**src/rtl/mem_stage_pkg.sv**
```systemverilog
// Shared codes for the MEM pipeline stage: MemToReg selects, access sizes and FSM states.
package mem_stage_pkg;

    typedef enum logic [1:0] {
        MTR_ALU = 2'b00,
        MTR_MEM = 2'b01,
        MTR_PC4 = 2'b10
    } mtr_e;

    typedef enum logic [1:0] {
        SZ_BYTE = 2'b00,
        SZ_HALF = 2'b01,
        SZ_WORD = 2'b10
    } size_e;

    typedef enum logic {
        S_IDLE = 1'b0,
        S_BUSY = 1'b1
    } state_e;

    localparam logic [3:0] BE_ALL = 4'hF;

endpackage

```
**src/rtl/mem_stage_if.sv**
```systemverilog
// Data-memory req/ack port. The stage is the master; the memory model or controller is the slave.
interface mem_stage_if;
    logic        dmem_req;
    logic        dmem_we;
    logic [31:0] dmem_addr;
    logic [3:0]  dmem_be;
    logic [31:0] dmem_wdata;
    logic        dmem_ack;
    logic [31:0] dmem_rdata;

    modport master (
        output dmem_req, dmem_we, dmem_addr, dmem_be, dmem_wdata,
        input  dmem_ack, dmem_rdata
    );

    modport slave (
        input  dmem_req, dmem_we, dmem_addr, dmem_be, dmem_wdata,
        output dmem_ack, dmem_rdata
    );
endinterface

```
**src/rtl/mem_stage_align.sv**
```systemverilog
// Sub-word lane steering for the MEM stage: byte enables, store replication, load extraction
// and sign/zero extension. Only instantiated when MEM_SUBWORD_EN is defined.
module mem_align
    import mem_stage_pkg::*;
(
    input  logic [1:0]  i_size,
    input  logic        i_unsigned,
    input  logic [1:0]  i_addr,
    input  logic [31:0] i_wdata,
    input  logic [31:0] i_rdata,
    output logic [3:0]  o_be,
    output logic [31:0] o_wdata,
    output logic [31:0] o_rdata,
    output logic        o_misalign
);

    logic [7:0]  w_byte;
    logic [15:0] w_half;

    // Select the addressed lane and format it according to the access size.
    always_comb begin
        w_byte     = i_rdata[{i_addr, 3'b000} +: 8];
        w_half     = i_addr[1] ? i_rdata[31:16] : i_rdata[15:0];
        o_be       = BE_ALL;
        o_wdata    = i_wdata;
        o_rdata    = i_rdata;
        o_misalign = 1'b0;
        case (i_size)
            SZ_BYTE: begin
                o_be    = 4'b0001 << i_addr;
                o_wdata = {4{i_wdata[7:0]}};
                o_rdata = i_unsigned ? {24'h000000, w_byte} : {{24{w_byte[7]}}, w_byte};
            end
            SZ_HALF: begin
                o_be       = i_addr[1] ? 4'b1100 : 4'b0011;
                o_wdata    = {2{i_wdata[15:0]}};
                o_rdata    = i_unsigned ? {16'h0000, w_half} : {{16{w_half[15]}}, w_half};
                o_misalign = i_addr[0];
            end
            default: begin
                o_misalign = (i_addr != 2'b00);
            end
        endcase
    end

endmodule

```
**src/rtl/mem_stage.sv**
```systemverilog
// MEM pipeline stage: EX/MEM and MEM/WB registers plus a req/ack data-memory FSM with timeout.
// Optional feature macro: MEM_SUBWORD_EN (byte/half accesses through mem_align).
module mem_stage
    import mem_stage_pkg::*;
#(
    parameter int TIMEOUT_CYCLES = 256
)
(
    input  logic        clk,
    input  logic        rst,
    input  logic        EX_Valid,
    input  logic [31:0] EX_ALUOut,
    input  logic [31:0] EX_MemWriteData,
    input  logic [4:0]  EX_WriteRegister,
    input  logic        EX_RegWrite,
    input  logic        EX_MemRead,
    input  logic        EX_MemWrite,
    input  logic [1:0]  EX_MemToReg,
    input  logic [31:0] EX_PCPlus4,
    input  logic [1:0]  EX_MemSize,
    input  logic        EX_MemUnsigned,
    mem_stage_if.master dmem,
    output logic        MEM_Stall,
    output logic        MEM_RegWrite,
    output logic [4:0]  MEM_WriteRegister,
    output logic [31:0] MEM_RegWriteData,
    output logic        WB_RegWrite,
    output logic [4:0]  WB_WriteRegister,
    output logic [31:0] WB_RegWriteData,
    output logic        dmem_err
);

    localparam int CW = $clog2(TIMEOUT_CYCLES);
    localparam logic [CW-1:0] CNT_LAST = CW'(TIMEOUT_CYCLES - 1);

    logic        r_em_valid, r_em_rw, r_em_mrd, r_em_mwr, r_em_uns;
    logic [31:0] r_em_alu, r_em_wdata, r_em_pc4;
    logic [4:0]  r_em_rd;
    logic [1:0]  r_em_mtr, r_em_size;

    state_e        r_state, w_state_nxt;
    logic [CW-1:0] r_cnt, w_cnt_nxt;
    logic          r_abort, w_abort_nxt;
    logic          r_req, w_req_nxt, r_we, w_we_nxt;
    logic [31:0]   r_addr, w_addr_nxt, r_wdata, w_wdata_nxt;
    logic [3:0]    r_be, w_be_nxt;
    logic          r_err;
    logic          r_wb_rw;
    logic [4:0]    r_wb_rd;
    logic [31:0]   r_wb_data;

    logic        w_mem_op, w_busy, w_ack_ok, w_timeout, w_stall, w_misalign;
    logic [3:0]  w_be;
    logic [31:0] w_lane_wdata, w_load_data, w_fwd_data;

`ifdef MEM_SUBWORD_EN
    mem_align u_align (
        .i_size     (r_em_size),
        .i_unsigned (r_em_uns),
        .i_addr     (r_em_alu[1:0]),
        .i_wdata    (r_em_wdata),
        .i_rdata    (dmem.dmem_rdata),
        .o_be       (w_be),
        .o_wdata    (w_lane_wdata),
        .o_rdata    (w_load_data),
        .o_misalign (w_misalign)
    );
`else
    logic w_unused_ok;
    assign w_be         = BE_ALL;
    assign w_lane_wdata = r_em_wdata;
    assign w_load_data  = dmem.dmem_rdata;
    assign w_misalign   = 1'b0;
    assign w_unused_ok  = ^{r_em_size, r_em_uns};
`endif

    // An abandoned access (timeout or misaligned) completes without ack; acks are only honoured for a live request.
    assign w_mem_op  = r_em_valid & (r_em_mrd | r_em_mwr);
    assign w_busy    = (r_state == S_BUSY);
    assign w_ack_ok  = w_busy & dmem.dmem_ack & ~r_abort;
    assign w_timeout = w_busy & ~w_ack_ok & (r_abort | (r_cnt == CNT_LAST));
    assign w_stall   = w_mem_op & ~(w_ack_ok | w_timeout);

    // EX/MEM pipeline register, frozen while the stage stalls.
    always_ff @(posedge clk) begin
        if (rst) begin
            r_em_valid <= 1'b0;  r_em_rw   <= 1'b0;  r_em_mrd  <= 1'b0;
            r_em_mwr   <= 1'b0;  r_em_uns  <= 1'b0;  r_em_alu  <= 32'h0;
            r_em_wdata <= 32'h0; r_em_pc4  <= 32'h0; r_em_rd   <= 5'd0;
            r_em_mtr   <= 2'b00; r_em_size <= 2'b00;
        end else if (!w_stall) begin
            r_em_valid <= EX_Valid;        r_em_rw   <= EX_RegWrite;
            r_em_mrd   <= EX_MemRead;      r_em_mwr  <= EX_MemWrite;
            r_em_uns   <= EX_MemUnsigned;  r_em_alu  <= EX_ALUOut;
            r_em_wdata <= EX_MemWriteData; r_em_pc4  <= EX_PCPlus4;
            r_em_rd    <= EX_WriteRegister; r_em_mtr <= EX_MemToReg;
            r_em_size  <= EX_MemSize;
        end
    end

    // Access FSM next state and next values of the registered request outputs.
    always_comb begin
        w_state_nxt = r_state;
        w_cnt_nxt   = r_cnt;
        w_abort_nxt = r_abort;
        w_req_nxt   = r_req;
        w_we_nxt    = r_we;
        w_addr_nxt  = r_addr;
        w_be_nxt    = r_be;
        w_wdata_nxt = r_wdata;
        case (r_state)
            S_IDLE: begin
                if (w_mem_op) begin
                    w_state_nxt = S_BUSY;
                    w_cnt_nxt   = {CW{1'b0}};
                    w_abort_nxt = w_misalign;
                    w_req_nxt   = ~w_misalign;
                    w_we_nxt    = r_em_mwr;
                    w_addr_nxt  = {r_em_alu[31:2], 2'b00};
                    w_be_nxt    = w_be;
                    w_wdata_nxt = w_lane_wdata;
                end else begin
                    w_req_nxt = 1'b0;
                end
            end
            S_BUSY: begin
                if (w_ack_ok || w_timeout) begin
                    w_state_nxt = S_IDLE;
                    w_req_nxt   = 1'b0;
                    w_abort_nxt = 1'b0;
                end else begin
                    w_cnt_nxt = r_cnt + CW'(1);
                end
            end
            default: begin
                w_state_nxt = S_IDLE;
                w_req_nxt   = 1'b0;
            end
        endcase
    end

    // Access FSM state, counter, request registers and sticky error flag.
    always_ff @(posedge clk) begin
        if (rst) begin
            r_state <= S_IDLE; r_cnt   <= {CW{1'b0}}; r_abort <= 1'b0;
            r_req   <= 1'b0;   r_we    <= 1'b0;       r_addr  <= 32'h0;
            r_be    <= 4'h0;   r_wdata <= 32'h0;      r_err   <= 1'b0;
        end else begin
            r_state <= w_state_nxt; r_cnt   <= w_cnt_nxt;   r_abort <= w_abort_nxt;
            r_req   <= w_req_nxt;   r_we    <= w_we_nxt;    r_addr  <= w_addr_nxt;
            r_be    <= w_be_nxt;    r_wdata <= w_wdata_nxt; r_err   <= r_err | w_timeout;
        end
    end

    // Forwarding value; load data is only meaningful in the ack cycle.
    always_comb begin
        case (r_em_mtr)
            MTR_ALU: w_fwd_data = r_em_alu;
            MTR_MEM: w_fwd_data = w_load_data;
            MTR_PC4: w_fwd_data = r_em_pc4;
            default: w_fwd_data = r_em_alu;
        endcase
    end

    // MEM/WB register: a stall cycle becomes a bubble, an abandoned load writes nothing.
    always_ff @(posedge clk) begin
        if (rst) begin
            r_wb_rw   <= 1'b0;
            r_wb_rd   <= 5'd0;
            r_wb_data <= 32'h0;
        end else if (w_stall) begin
            r_wb_rw <= 1'b0;
        end else begin
            r_wb_rw   <= r_em_valid & r_em_rw & ~(w_timeout & r_em_mrd);
            r_wb_rd   <= r_em_rd;
            r_wb_data <= (w_timeout & r_em_mrd) ? 32'h0 : w_fwd_data;
        end
    end

    assign dmem.dmem_req   = r_req;
    assign dmem.dmem_we    = r_we;
    assign dmem.dmem_addr  = r_addr;
    assign dmem.dmem_be    = r_be;
    assign dmem.dmem_wdata = r_wdata;
    assign MEM_Stall         = w_stall;
    assign MEM_RegWrite      = r_em_valid & r_em_rw;
    assign MEM_WriteRegister = r_em_rd;
    assign MEM_RegWriteData  = w_fwd_data;
    assign WB_RegWrite       = r_wb_rw;
    assign WB_WriteRegister  = r_wb_rd;
    assign WB_RegWriteData   = r_wb_data;
    assign dmem_err          = r_err;

endmodule
```
**src/flat_wrapper.sv**
```systemverilog
// flat-port wrapper written by rule: the top's interface ports become plain ports
module mem_stage_flat import mem_stage_pkg::*;
#(
    parameter int TIMEOUT_CYCLES = 256
)
  (clk, rst, EX_Valid, EX_ALUOut, EX_MemWriteData, EX_WriteRegister, EX_RegWrite, EX_MemRead, EX_MemWrite, EX_MemToReg, EX_PCPlus4, EX_MemSize, EX_MemUnsigned, MEM_Stall, MEM_RegWrite, MEM_WriteRegister, MEM_RegWriteData, WB_RegWrite, WB_WriteRegister, WB_RegWriteData, dmem_err, dmem_dmem_req, dmem_dmem_we, dmem_dmem_addr, dmem_dmem_be, dmem_dmem_wdata, dmem_dmem_ack, dmem_dmem_rdata);
  mem_stage_if dmem_i ();
  input  logic clk;
  input  logic rst;
  input  logic EX_Valid;
  input  logic [31:0] EX_ALUOut;
  input  logic [31:0] EX_MemWriteData;
  input  logic [4:0] EX_WriteRegister;
  input  logic EX_RegWrite;
  input  logic EX_MemRead;
  input  logic EX_MemWrite;
  input  logic [1:0] EX_MemToReg;
  input  logic [31:0] EX_PCPlus4;
  input  logic [1:0] EX_MemSize;
  input  logic EX_MemUnsigned;
  output logic MEM_Stall;
  output logic MEM_RegWrite;
  output logic [4:0] MEM_WriteRegister;
  output logic [31:0] MEM_RegWriteData;
  output logic WB_RegWrite;
  output logic [4:0] WB_WriteRegister;
  output logic [31:0] WB_RegWriteData;
  output logic dmem_err;
  output wire logic [$bits(dmem_i.dmem_req)-1:0] dmem_dmem_req;
  output wire logic [$bits(dmem_i.dmem_we)-1:0] dmem_dmem_we;
  output wire logic [$bits(dmem_i.dmem_addr)-1:0] dmem_dmem_addr;
  output wire logic [$bits(dmem_i.dmem_be)-1:0] dmem_dmem_be;
  output wire logic [$bits(dmem_i.dmem_wdata)-1:0] dmem_dmem_wdata;
  input wire logic [$bits(dmem_i.dmem_ack)-1:0] dmem_dmem_ack;
  input wire logic [$bits(dmem_i.dmem_rdata)-1:0] dmem_dmem_rdata;
  assign dmem_dmem_req = dmem_i.dmem_req;
  assign dmem_dmem_we = dmem_i.dmem_we;
  assign dmem_dmem_addr = dmem_i.dmem_addr;
  assign dmem_dmem_be = dmem_i.dmem_be;
  assign dmem_dmem_wdata = dmem_i.dmem_wdata;
  assign dmem_i.dmem_ack = dmem_dmem_ack;
  assign dmem_i.dmem_rdata = dmem_dmem_rdata;
  mem_stage #(.TIMEOUT_CYCLES(TIMEOUT_CYCLES)) u_core (.clk(clk), .rst(rst), .EX_Valid(EX_Valid), .EX_ALUOut(EX_ALUOut), .EX_MemWriteData(EX_MemWriteData), .EX_WriteRegister(EX_WriteRegister), .EX_RegWrite(EX_RegWrite), .EX_MemRead(EX_MemRead), .EX_MemWrite(EX_MemWrite), .EX_MemToReg(EX_MemToReg), .EX_PCPlus4(EX_PCPlus4), .EX_MemSize(EX_MemSize), .EX_MemUnsigned(EX_MemUnsigned), .dmem(dmem_i), .MEM_Stall(MEM_Stall), .MEM_RegWrite(MEM_RegWrite), .MEM_WriteRegister(MEM_WriteRegister), .MEM_RegWriteData(MEM_RegWriteData), .WB_RegWrite(WB_RegWrite), .WB_WriteRegister(WB_WriteRegister), .WB_RegWriteData(WB_RegWriteData), .dmem_err(dmem_err));
endmodule
```
**config.mk**
```make
export PLATFORM = sky130hd
export DESIGN_NAME = mem_stage_flat
export DESIGN_NICKNAME = d
export VERILOG_FILES = /design/src/rtl/mem_stage_pkg.sv /design/src/rtl/mem_stage_if.sv /design/src/rtl/mem_stage_align.sv /design/src/rtl/mem_stage.sv /design/src/flat_wrapper.sv
export SDC_FILE = /design/constraint.sdc
export NUM_CORES = 1
export LEC_CHECK = 0
export ABC_AREA = 1
export CORE_MARGIN = 1.5
export CORE_UTILIZATION = 45
export DETAILED_ROUTE_END_ITERATION = 12
export GPL_TIMING_DRIVEN = 0
export PLACE_DENSITY = 0.78
export SLEW_MARGIN = 20
export SYNTH_ARGS = -nofsm -noshare
export SYNTH_HDL_FRONTEND = slang
export SYNTH_HIERARCHICAL = 1
export SYNTH_SLANG_ARGS = --single-unit
```
**constraint.sdc**
```tcl
create_clock -name clk -period 2.3 [get_ports clk]
set_input_delay 0.46 -clock clk [delete_from_list [all_inputs] [get_ports clk]]
set_output_delay 0.46 -clock clk [all_outputs]
set_load 0.05 [all_outputs]
```
==> impl_metrics.csv <==
group,metric,value,unit
setup_path,crit_arrival,2.00,ns
placement,place_congestion,0.914,
timing,fmax,407,MHz
timing,rsz0062_at_grt,"yes",
logic_synthesis,synth_top_cells_by_area,"dfxtp_1, nor2_1, nand2_1",
global_routing,grt_pass1_vias,9981,
layout,syn_to_final_growth,57.1,%
die,dieArea,21900,um^2
setup_path,critPathKind,"flip-flop to output pin",
status,outcome,"finished, violations left",
clock_tree,clk_path_buf_depth,3,
route,wl,35600,um
setup_path,path_buf_inv,5,
die,start_util,0.462,
die,fp.dieH,148,um
route,vias_per_cell,5.00,
logic_synthesis,yosysTopAreaCell,"dfxtp_1",
clock_tree,cts_tree,"built",
timing,setup_slack,-0.156,ns
setup_path,cpMostUsedCell,"buf_12",
timing,max_slew.worst_pin.slew,0.631,ns
logic_synthesis,ys_seq_area_frac,0.466,
global_routing,antenna_found_initial,0,
logic_synthesis,synth-adder-area-share,0.00397,
setup_path,critical-path-top-delay-family,"buffers and inverters",
clock_tree,insertion_delay,0.51,ns
placement,portBuffers,287,
die,core-area,20400,um^2
logic_synthesis,synthTopCellsByCount,"nor2_1, nand2_1, dfxtp_1",
logic_synthesis,synth-compound-area-share,0.0943,
placement,dp_slack,-0.673,ns
power_and_ir_drop,power_density,837,nW/um^2
setup_path,slowest_stage,"dfxtp_2",
placement,place_hpwl,25100,um
placement,postPlaceCellArea,12800,um^2
route,dr.pass1.iters,5,
die,rows,52,
die,die_x,148,um
layout,final_util,0.727,
timing,hold_ws,0.455,ns
logic_synthesis,synthCells,1434,
logic_synthesis,dominantRegCellSynth,"dfxtp_1",
global_routing,use_met2,0.526,
clock_tree,path_clk_slew,0.06,ns
worst_hold_path,hp-class,"flip-flop to flip-flop",
layout,drive_above_1_share,0.152,
route,drcViolationCount,0,
logic_synthesis,synth_top_area_frac,0.466,
logic_synthesis,synth_xor_xnor_area_share,0.000927,
power_and_ir_drop,leakagePower,7.41,nW
logic_synthesis,synthArstFlopShare,0,
global_routing,grt_pass1_wl,52800,um
logic_synthesis,yosys_warnings,6,
global_routing,grt_util_all_layers,0.310,
logic_synthesis,syn-cell-area,9450,um^2
logic_synthesis,synth_top_family_by_area,"simple AND/OR/NAND/NOR gates",
route,ant_nets,0,
global_routing,use_met1,0.386,
logic_synthesis,ys_ff_latch,220,
global_routing,grt_remaining_overflow,0,
timing,final_max_slew_viol_count,0,
logic_synthesis,synth_cell_types,25,
global_routing,grt-busiest-layer,"met2",
timing,fin_skew,0.00742,ns
setup_path,cp_max_fo,8,
die,pin_count,293,
layout,fin_area,14800,um^2
logic_synthesis,syn_area_per_cell,6.59,um^2
setup_path,crit_required,1.84,ns
logic_synthesis,muxShareOfSynthArea,0,
route,wire_per_inst,17.1,um
clock_tree,htree_levels,1,
global_routing,grt_use_met3,0.0525,
status,violations,"setup timing",
route,drtIter0Drc,949,
run,drv_cap,0,
route,dr_total_vias,10400,
logic_synthesis,synth_edf_count,0,
timing,relSlewSlack,0.579,
global_routing,grt_max_degree,15,
power_and_ir_drop,ir_drop,0.514,mV
timing,finalSetupViolations,32,
setup_path,cp-end-kind,"output pin",
layout,diodes,0,
clock_tree,cts_sinks,220,
logic_synthesis,synth_most_common_cell,"nor2_1",
setup_path,start_kind,"flip-flop",
logic_synthesis,yosys.area_share.simple,0.316,
clock_tree,numCtsBuffers,24,
timing,fin_crit,2.46,ns
timing,totalNegativeSetupSlack,-3.55,ns
layout,final_nets,1946,
setup_path,cpPeakStageDelay,0.34,ns
timing,finalHoldViolations,0,
clock_tree,root_buffer,"clkbuf_16",
setup_path,worstPathCellList,"inv_2 -> ha_4 -> buf_12 -> clkinv_16 -> buf_12 -> nor2_4 -> a21oi_4 -> buf_6",
timing,fin_crit_sh,1.07,
==> tightest hold or removal path: stages, from the launching register on <==
cell and delay [ns]:
dfxtp_1 0.31, inv_1 0.05, a21oi_1 0.05
==> flip-flops by register name, indices dropped and copies added, names as in the netlist, 2 cells and up <==
name and cells:
u_core/WB_RegWriteData 32, u_core/dmem.dmem_wdata 32, u_core/r_em_alu 32, u_core/r_em_pc4 32
u_core/r_em_wdata 32, u_core/dmem.dmem_addr 30, u_core/r_cnt 8, u_core/MEM_WriteRegister 5
u_core/WB_WriteRegister 5, u_core/r_em_mtr 2
==> worst paths after layout <==
kind / end / startpoint / cells past startpoint / slack, ns
worst min register to register: u_core/dmem_err / u_core/dmem_err / 2 / 0.45
worst max register to register: u_core/r_em_pc4[10] / u_core/r_cnt[0] / 12 / 0.11
worst max-delay path: MEM_RegWriteData[4] / u_core/r_em_mtr[0] / 8 / -0.16
worst min-delay path: u_core/dmem_err / u_core/dmem_err / 2 / 0.45
==> cell families after synthesis <==
logic type | after synthesis
flip-flops | 220
adder cells (fa/ha/maj) | 3
buffers and inverters | 250
XOR/XNOR | 1
AND/OR/NAND/NOR | 784
AO/OA/AOI/OAI | 175
other | 1
==> layer usage <==
layer,up-vias,share of wire
met5,-,0
met4,0,0.047
met3,103,0.091
met2,520,0.47
met1,4783,0.40
li1,5026,-
==> placed cells by master, fill, tap and decap left out, drive strengths merged, types with 2 or more instances in the layout <==
cell and instances:
a21oi 73, buf 138, bufinv 4, clkbuf 70, clkdlybuf4s50 249, clkinv 3, clkinvlp 2, conb 2
dfxtp 220, dlygate4sd2 4, ha 3, inv 159, nand2 347, nand3 12, nor2 423, o21a 2
o21ai 97
==> per-stage QoR <==
| step | power, mW | instances |
|---|---|---|
| after global placement | 7.56 | 1992 |
| after global routing | 12.8 | 2085 |
| after floorplan | 6.34 | 1435 |
| after CTS | 12.2 | 2075 |
| final | 12.4 | 2085 |
| after detailed placement | 7.59 | 1992 |
==> power by group <==
| part | switching, mW | leakage (nW) | internal, mW |
|---|---|---|---|
| Combinational | 2.41 | 5.18 | 1.53 |
| Clock | 1.56 | 0.412 | 2.57 |
| Sequential | 0.220 | 1.82 | 4.13 |
| Total | 4.20 | 7.41 | 8.22 |
==> repair_timing <==
item,in CTS,in global routing
hold buffers,0,0
cloned,6,0
setup endpoints to repair,37,68
resized for setup,377,46
buffers inserted,36,10
pin swaps,13,14
==> layout make-up <==
| cell class | count | area [um^2] |
|---|---|---|
| multi-input cells | 965 | 4550 |
| clock buffers | 34 | 699 |
| clock inverters | 9 | 154 |
| inverters | 159 | 623 |
| well taps | 270 | 338 |
| flip-flops and latches | 220 | 4410 |
| fillers | 1621 | 5590 |
| repair buffers | 339 | 3410 |
| plain buffers | 89 | 658 |
Power figures use the tool's default switching activity.
